**src/rtl/ctrl_pkg.sv**
```systemverilog
// Shared definitions for the gen2 control FSM: state encoding, opcode values,
// and the bit positions of the one-hot bus, register and ALU selects.
package ctrl_pkg;

  typedef enum logic [3:0] {
    ST_IDLE = 4'd0,
    ST_F1   = 4'd1,
    ST_F2   = 4'd2,
    ST_DEC  = 4'd3,
    ST_EX   = 4'd4,
    ST_MEM  = 4'd5,
    ST_WB   = 4'd6,
    ST_HALT = 4'd7,
    ST_TRAP = 4'd8
  } state_e;

  // Opcodes are kept 32 bits wide so they compare directly against the
  // zero-extended opcode field, whatever OP_W is configured to.
  localparam logic [31:0] OP_NOP  = 32'd0;
  localparam logic [31:0] OP_LDAC = 32'd1;
  localparam logic [31:0] OP_STAC = 32'd2;
  localparam logic [31:0] OP_MVAC = 32'd3;
  localparam logic [31:0] OP_MOVR = 32'd4;
  localparam logic [31:0] OP_ADD  = 32'd5;
  localparam logic [31:0] OP_SUB  = 32'd6;
  localparam logic [31:0] OP_AND  = 32'd7;
  localparam logic [31:0] OP_OR   = 32'd8;
  localparam logic [31:0] OP_JMP  = 32'd9;
  localparam logic [31:0] OP_JZ   = 32'd10;
  localparam logic [31:0] OP_LDI  = 32'd11;
  localparam logic [31:0] OP_HALT = 32'd12;

  localparam int BUS_PC  = 0;
  localparam int BUS_DR  = 1;
  localparam int BUS_IMM = 2;
  localparam int BUS_AC  = 3;
  localparam int BUS_REG = 4;

  localparam int REG_AR = 0;
  localparam int REG_IR = 1;
  localparam int REG_DR = 2;
  localparam int REG_AC = 3;

  // First register index that MVAC may target; below it are architectural regs.
  localparam int REG_FIRST_GP = 4;

  localparam int ALU_ADD = 0;
  localparam int ALU_SUB = 1;
  localparam int ALU_AND = 2;
  localparam int ALU_OR  = 3;

  // True for every opcode this generation implements.
  function automatic logic isDefinedOp(input logic [31:0] op);
    return op <= OP_HALT;
  endfunction

endpackage

```
**src/rtl/ctrl_decode.sv**
```systemverilog
// Combinational decoder: turns the current FSM state plus the instruction
// register (and the handshake/flag inputs) into the datapath control vectors.
module ctrl_decode
  import ctrl_pkg::*;
#(
  parameter int IR_W   = 32,
  parameter int OP_W   = 8,
  parameter int NREG   = 9,
  parameter int RIDX_W = 4,
  parameter int NBUS   = 8,
  parameter int NALU   = 8
) (
  input  state_e            state_i,
  input  logic [IR_W-1:0]   ir_i,
  input  logic              z_i,
  input  logic              memReady_i,
  output logic              memReq_o,
  output logic              pcInc_o,
  output logic              pcLoad_o,
  output logic              finish_o,
  output logic              dataRamWe_o,
  output logic              illegal_o,
  output logic [NALU-1:0]   aluSel_o,
  output logic [NBUS-1:0]   busSel_o,
  output logic [NREG-1:0]   regSel_o
);

  logic [31:0] opcode;
  logic [31:0] rdIdx;
  logic        unusedIrBits;

  assign opcode = 32'(ir_i[OP_W-1:0]);
  assign rdIdx  = 32'(ir_i[OP_W +: RIDX_W]);

  // The rs field and any high IR bits are consumed by the datapath, not here.
  assign unusedIrBits = ^ir_i;

  // Decode state and opcode into strobes and one-hot selects; every select
  // carries at most one set bit because each branch writes a single shift.
  always_comb begin
    memReq_o    = 1'b0;
    pcInc_o     = 1'b0;
    pcLoad_o    = 1'b0;
    finish_o    = 1'b0;
    dataRamWe_o = 1'b0;
    illegal_o   = 1'b0;
    aluSel_o    = '0;
    busSel_o    = '0;
    regSel_o    = '0;
    case (state_i)
      ST_F1: begin
        busSel_o = NBUS'(1) << BUS_PC;
        regSel_o = NREG'(1) << REG_AR;
      end
      ST_F2: begin
        memReq_o = 1'b1;
        if (memReady_i) begin
          regSel_o = NREG'(1) << REG_IR;
          pcInc_o  = 1'b1;
        end
      end
      ST_EX: begin
        case (opcode)
          OP_ADD: begin
            aluSel_o = NALU'(1) << ALU_ADD;
            regSel_o = NREG'(1) << REG_AC;
          end
          OP_SUB: begin
            aluSel_o = NALU'(1) << ALU_SUB;
            regSel_o = NREG'(1) << REG_AC;
          end
          OP_AND: begin
            aluSel_o = NALU'(1) << ALU_AND;
            regSel_o = NREG'(1) << REG_AC;
          end
          OP_OR: begin
            aluSel_o = NALU'(1) << ALU_OR;
            regSel_o = NREG'(1) << REG_AC;
          end
          OP_MOVR: begin
            busSel_o = NBUS'(1) << BUS_REG;
            regSel_o = NREG'(1) << REG_AC;
          end
          OP_MVAC: begin
            busSel_o = NBUS'(1) << BUS_AC;
            if (rdIdx >= 32'(REG_FIRST_GP) && rdIdx < 32'(NREG)) begin
              regSel_o = NREG'(1) << rdIdx;
            end
          end
          OP_LDI: begin
            busSel_o = NBUS'(1) << BUS_IMM;
            regSel_o = NREG'(1) << REG_AC;
          end
          OP_JMP: begin
            busSel_o = NBUS'(1) << BUS_IMM;
            pcLoad_o = 1'b1;
          end
          OP_JZ: begin
            if (z_i) begin
              busSel_o = NBUS'(1) << BUS_IMM;
              pcLoad_o = 1'b1;
            end
          end
          default: ;
        endcase
      end
      ST_MEM: begin
        memReq_o = 1'b1;
        if (opcode == OP_STAC) begin
          busSel_o    = NBUS'(1) << BUS_AC;
          dataRamWe_o = 1'b1;
        end else if (memReady_i) begin
          regSel_o = NREG'(1) << REG_DR;
        end
      end
      ST_WB: begin
        busSel_o = NBUS'(1) << BUS_DR;
        regSel_o = NREG'(1) << REG_AC;
      end
      ST_HALT: begin
        finish_o = 1'b1;
      end
      ST_TRAP: begin
        finish_o  = 1'b1;
        illegal_o = 1'b1;
      end
      default: ;
    endcase
  end

endmodule

```
**src/rtl/ctrl_fsm_gen2.sv**
```systemverilog
// Multi-cycle processor control FSM (gen2) with a RAM ready/wait handshake
// and configurable widths. Define CTRL_ILLEGAL_TRAP_EN to add the illegal
// output and trap undefined opcodes; otherwise they execute as NOP.
module ctrl_fsm_gen2
  import ctrl_pkg::*;
#(
  parameter int IR_W   = 32,
  parameter int OP_W   = 8,
  parameter int NREG   = 9,
  parameter int RIDX_W = 4,
  parameter int NBUS   = 8,
  parameter int NALU   = 8
) (
  input  logic             clk,
  input  logic             reset,
  input  logic             enable,
  input  logic             z,
  input  logic [IR_W-1:0]  IR,
  input  logic             mem_ready,
  output logic             mem_req,
  output logic             pc_inc,
  output logic             pc_load,
  output logic             finish,
  output logic             data_ram_we,
  output logic             inst_ram_we,
  output logic [NALU-1:0]  alu_sel,
  output logic [NBUS-1:0]  bus_sel,
  output logic [NREG-1:0]  reg_sel
`ifdef CTRL_ILLEGAL_TRAP_EN
  ,output logic            illegal
`endif
);

  state_e state_q;
  state_e state_d;

  logic [31:0]     opcode;
  logic            decMemReq;
  logic            decPcInc;
  logic            decPcLoad;
  logic            decFinish;
  logic            decDataRamWe;
  logic            decIllegal;
  logic [NALU-1:0] decAluSel;
  logic [NBUS-1:0] decBusSel;
  logic [NREG-1:0] decRegSel;

  assign opcode = 32'(IR[OP_W-1:0]);

  // State register with synchronous reset back to IDLE.
  always_ff @(posedge clk) begin
    if (reset) begin
      state_q <= ST_IDLE;
    end else begin
      state_q <= state_d;
    end
  end

  // Next-state logic; enable is only consulted at instruction boundaries so
  // an instruction already under way always runs to completion.
  always_comb begin
    state_d = state_q;
    case (state_q)
      ST_IDLE: if (enable) state_d = ST_F1;
      ST_F1:   state_d = ST_F2;
      ST_F2:   if (mem_ready) state_d = ST_DEC;
      ST_DEC: begin
        if (opcode == OP_HALT) begin
          state_d = ST_HALT;
        end else if (opcode == OP_LDAC || opcode == OP_STAC) begin
          state_d = ST_MEM;
`ifdef CTRL_ILLEGAL_TRAP_EN
        end else if (!isDefinedOp(opcode)) begin
          state_d = ST_TRAP;
`endif
        end else begin
          state_d = ST_EX;
        end
      end
      ST_EX:   state_d = enable ? ST_F1 : ST_IDLE;
      ST_MEM: begin
        if (mem_ready) begin
          if (opcode == OP_LDAC) begin
            state_d = ST_WB;
          end else begin
            state_d = enable ? ST_F1 : ST_IDLE;
          end
        end
      end
      ST_WB:   state_d = enable ? ST_F1 : ST_IDLE;
      ST_HALT: state_d = ST_HALT;
`ifdef CTRL_ILLEGAL_TRAP_EN
      ST_TRAP: state_d = ST_TRAP;
`endif
      default: state_d = ST_IDLE;
    endcase
  end

  ctrl_decode #(
    .IR_W   (IR_W),
    .OP_W   (OP_W),
    .NREG   (NREG),
    .RIDX_W (RIDX_W),
    .NBUS   (NBUS),
    .NALU   (NALU)
  ) u_decode (
    .state_i     (state_q),
    .ir_i        (IR),
    .z_i         (z),
    .memReady_i  (mem_ready),
    .memReq_o    (decMemReq),
    .pcInc_o     (decPcInc),
    .pcLoad_o    (decPcLoad),
    .finish_o    (decFinish),
    .dataRamWe_o (decDataRamWe),
    .illegal_o   (decIllegal),
    .aluSel_o    (decAluSel),
    .busSel_o    (decBusSel),
    .regSel_o    (decRegSel)
  );

  // Output stage: a sampled reset forces every output low in that same
  // cycle, so a pending RAM request is withdrawn immediately.
  always_comb begin
    mem_req     = decMemReq;
    pc_inc      = decPcInc;
    pc_load     = decPcLoad;
    finish      = decFinish;
    data_ram_we = decDataRamWe;
    alu_sel     = decAluSel;
    bus_sel     = decBusSel;
    reg_sel     = decRegSel;
    if (reset) begin
      mem_req     = 1'b0;
      pc_inc      = 1'b0;
      pc_load     = 1'b0;
      finish      = 1'b0;
      data_ram_we = 1'b0;
      alu_sel     = '0;
      bus_sel     = '0;
      reg_sel     = '0;
    end
  end

  // Instruction RAM is never written by this generation.
  assign inst_ram_we = 1'b0;

`ifdef CTRL_ILLEGAL_TRAP_EN
  assign illegal = decIllegal & ~reset;
`else
  logic unusedIllegal;
  assign unusedIllegal = decIllegal;
`endif

endmodule
```
**config.mk**
```make
export PLATFORM = sky130hd
export DESIGN_NAME = ctrl_fsm_gen2
export DESIGN_NICKNAME = d
export VERILOG_FILES = /design/src/rtl/ctrl_pkg.sv /design/src/rtl/ctrl_decode.sv /design/src/rtl/ctrl_fsm_gen2.sv
export SDC_FILE = /design/constraint.sdc
export NUM_CORES = 1
export LEC_CHECK = 0
export CAP_MARGIN = 20
export CORE_ASPECT_RATIO = 1.1
export CORE_UTILIZATION = 31
export CTS_CLUSTER_SIZE = 24
export DETAILED_ROUTE_END_ITERATION = 7
export GPL_ROUTABILITY_DRIVEN = 0
export GPL_TIMING_DRIVEN = 0
export PLACE_DENSITY = 0.85
export SLEW_MARGIN = 20
export SYNTH_ARGS = -nofsm -noshare
export SYNTH_HDL_FRONTEND = slang
export SYNTH_SLANG_ARGS = --single-unit
```
**constraint.sdc**
```tcl
create_clock -name clk -period 3 [get_ports clk]
set_input_delay 0.45 -clock clk [delete_from_list [all_inputs] [get_ports clk]]
set_output_delay 0.45 -clock clk [all_outputs]
set_load 0.1 [all_outputs]
```
==> flow_metrics.tcl <==
set metrics [dict create \
    status "finished, final reports clean" \
    fin_crit_ps 2910 \
    sw_frac_of_total_pct 56.4 \
    instances_no_fill 180 \
    relSlewSlack_pct 33.8 \
    p_clk_share_pct 19.0 \
    placed_cells 173 \
    reg_top3 "state_q (3)" \
    hold_viol 0 \
    grt.met1_usage_pct 24.2 \
    maxCapViolCount 0 \
    total_switching_power_mw 0.218 \
    dp_hpwl_mm 1.84 \
    grt_pass1_wl_mm 3.57 \
    antenna_found_initial 0 \
    p_seq_share_pct 13.2 \
    max_freq_ghz 0.343 \
    busiest_layer "met2" \
    clk_pin_slew_ps 40 \
    dr.pass1.iters 4 \
    dr_total_vias 937 \
    regArea_sq_um 60.1 \
    crit_type "register to primary output" \
    yosysMostFrequentCell "nor3_1" \
    final_area_sq_mm 0.00123 \
    power_density_mw_per_mm2 313 \
    placed_cell_area_sq_mm 0.00119 \
    grt_start_max_net_pins 11 \
    worstHoldPathType "register to register" \
    holdWs_ps 624 \
    final_layout_size_suffix_gt1_share_pct 38.2 \
    grt_setup_unrepaired "no" \
    setup_viol_count_final 0 \
    synth_top_area_cell "nor3_1" \
    die-area_sq_mm 0.00234 \
    multi_input_area_sq_um 618 \
    ctsHoldBuffers 0 \
    clockBufferDepth 2 \
    antenna_cells 0 \
    fin_crit_sh_pct 97.0 \
    p_leak_nw 0.496 \
    grt_usage_pct 20.4 \
    drt-vias-per-instance 5.21 \
    crit_required_ps 2550 \
    synth-seq-cells 3 \
    clockRootBuffer "clkbuf_4" \
    finish.utilization_pct 60.9 \
    critical_path.top_delay_family "buffers and inverters" \
    avgRoutedWirePerCell_um 12.9 \
    slew_viol_final 0 \
    syn_inst 102 \
    synth_top_cell_area_share_pct 11.3 \
    route.detailed.drc 0 \
    cts_htree_levels 1 \
    clk_latency_ps 240 \
    fin_nets 190 \
    peakVddDrop_mv 0.196 \
    async_flop_share_pct 0 \
    cts_buffers 3 \
    cp-end-kind "primary output" \
    yosysSeqAreaShare_pct 9.01 \
    fillerInstances 192 \
    grt_overflow_total 0 \
    grt_pass1_vias 834 \
    comb_power_share_pct 67.7 \
    synth_area_sq_um 667 \
    top_register "state_q" \
    largest_register_ffs 3 \
    ioPinCount 68 \
    drt_wl_total_mm 2.32 \
    crit_slowest_cell "clkdlybuf4s50_1" \
    worstMarginPinSlew_ps 990 \
    clock_sinks 3 \
    core.rowCount 17 \
    yosysWarnings 0 \
    final.setup.worst_slack_ps 88.7 \
    syn_area_per_cell_sq_um 6.54 \
    place_ws_ps -874 \
    startpoint_type "register" \
    synth_edf_count 0 \
    die_w_um 46.2 \
    drt_iter0_markers 38 \
    synth_flop_cell "dfxtp_1" \
    grtUsageMet3_pct 3.24 \
    synth_area_leaders "nor3_1 (11%), dfxtp_1 (9.0%), buf_4 (9.0%), nor2_1 (5.1%), nor2b_1 (4.7%)" \
    drtAntennaViolNets 0 \
    synth_commonest_cells "nor3_1 (15), nor2_1 (9), buf_4 (8), nand2_1 (8)" \
    critPathArrivalTime_ps 2460 \
    crit_chain "buf_2 -> clkbuf_1 -> nor3_1 -> a21oi_1 -> nor2_1 -> clkdlybuf4s50_1" \
    start_util_pct 33.0 \
    area_delta_synth_final_pct 84.6 \
    yosysUniqueCellTypes 35 \
    cts_tree "yes" \
    critPathBufInv 3 \
    cp_max_fo 10 \
    die-height_um 50.6 \
    internal-power_mw 0.168 \
    core_sq_mm 0.00202 \
    portBuffers 36 \
    finalClockSkew_ps 3.95 \
    critical-path-max-stage-delay_ps 1150 \
    use_met2_pct 35.7 \
]
final timing paths:
kind	startpoint	to	slack (ps)	cells after the start
setup / recovery	state_q[2]	mem_req	90	6
hold / removal	state_q[1]	state_q[2]	620	2
setup reg to reg	state_q[1]	state_q[0]	1450	4
hold reg to reg	state_q[1]	state_q[2]	620	2
cell usage in the layout (no fill, tap or decap), types with 5 or more instances in the layout:
cell             count
clkdlybuf4s50_1     16
a21oi_1              5
clkbuf_1             5
buf_4               15
nor2_1               6
nor3_1               7
conb_1               8
buf_2                6
inv_1                6
nor3_4               5
nand2_1              8
buf_6                6
timing repair:
action	CTS	global route
setup endpoints to repair	20	7
pin swaps	0	2
setup buffers	0	3
gates resized for setup	93	5
tightest hold or removal path: stages (launching register included):
cell     delay (ps)
dfxtp_1         330
inv_1           120
a31oi_1         100
routing by layer:
metal | vias up | wire length (um)
li1 | 451 | -
met1 | 429 | 895
met2 | 55 | 1240
met3 | 2 | 170
met4 | 0 | 10
met5 | - | 0
area by class of cell:
class | count | area share, %
Buffer | 16 | 7.72
Multi-Input combinational cell | 84 | 50.2
Tap cell | 28 | 2.85
Sequential cell | 3 | 4.88
Clock buffer | 4 | 2.13
Inverter | 6 | 1.83
Timing Repair Buffer | 39 | 30.4
stage by stage:
step | total power, mW | TNS [ps]
2_1_floorplan | 0.251 | -2120
3_3_place_gp | 0.305 | -10480
3_5_place_dp | 0.311 | -10680
4_1_cts | 0.385 | 0
5_1_grt | 0.406 | 0
6_report | 0.386 | 0
power by group through the flow:
stage,registers (mW),clock network (mW),logic [mW]
2_1_floorplan,0.0503,0,0.200
3_3_place_gp,0.0517,0,0.253
3_5_place_dp,0.0515,0,0.260
4_1_cts,0.0510,0.0762,0.258
5_1_grt,0.0515,0.0796,0.275
6_report,0.0511,0.0734,0.261
cells by family after synthesis:
group / after synthesis / synth area share, %
xor gates and xnor gates: 1 / 1.31
and+or+nand+nor: 58 / 53.5
DFF: 3 / 9.01
other: 1 / 0.562
AOI/OAI and AO/OA: 17 / 18.0
buffers and inverters: 22 / 17.6
No activity file was read; power rests on OpenSTA's default activity.
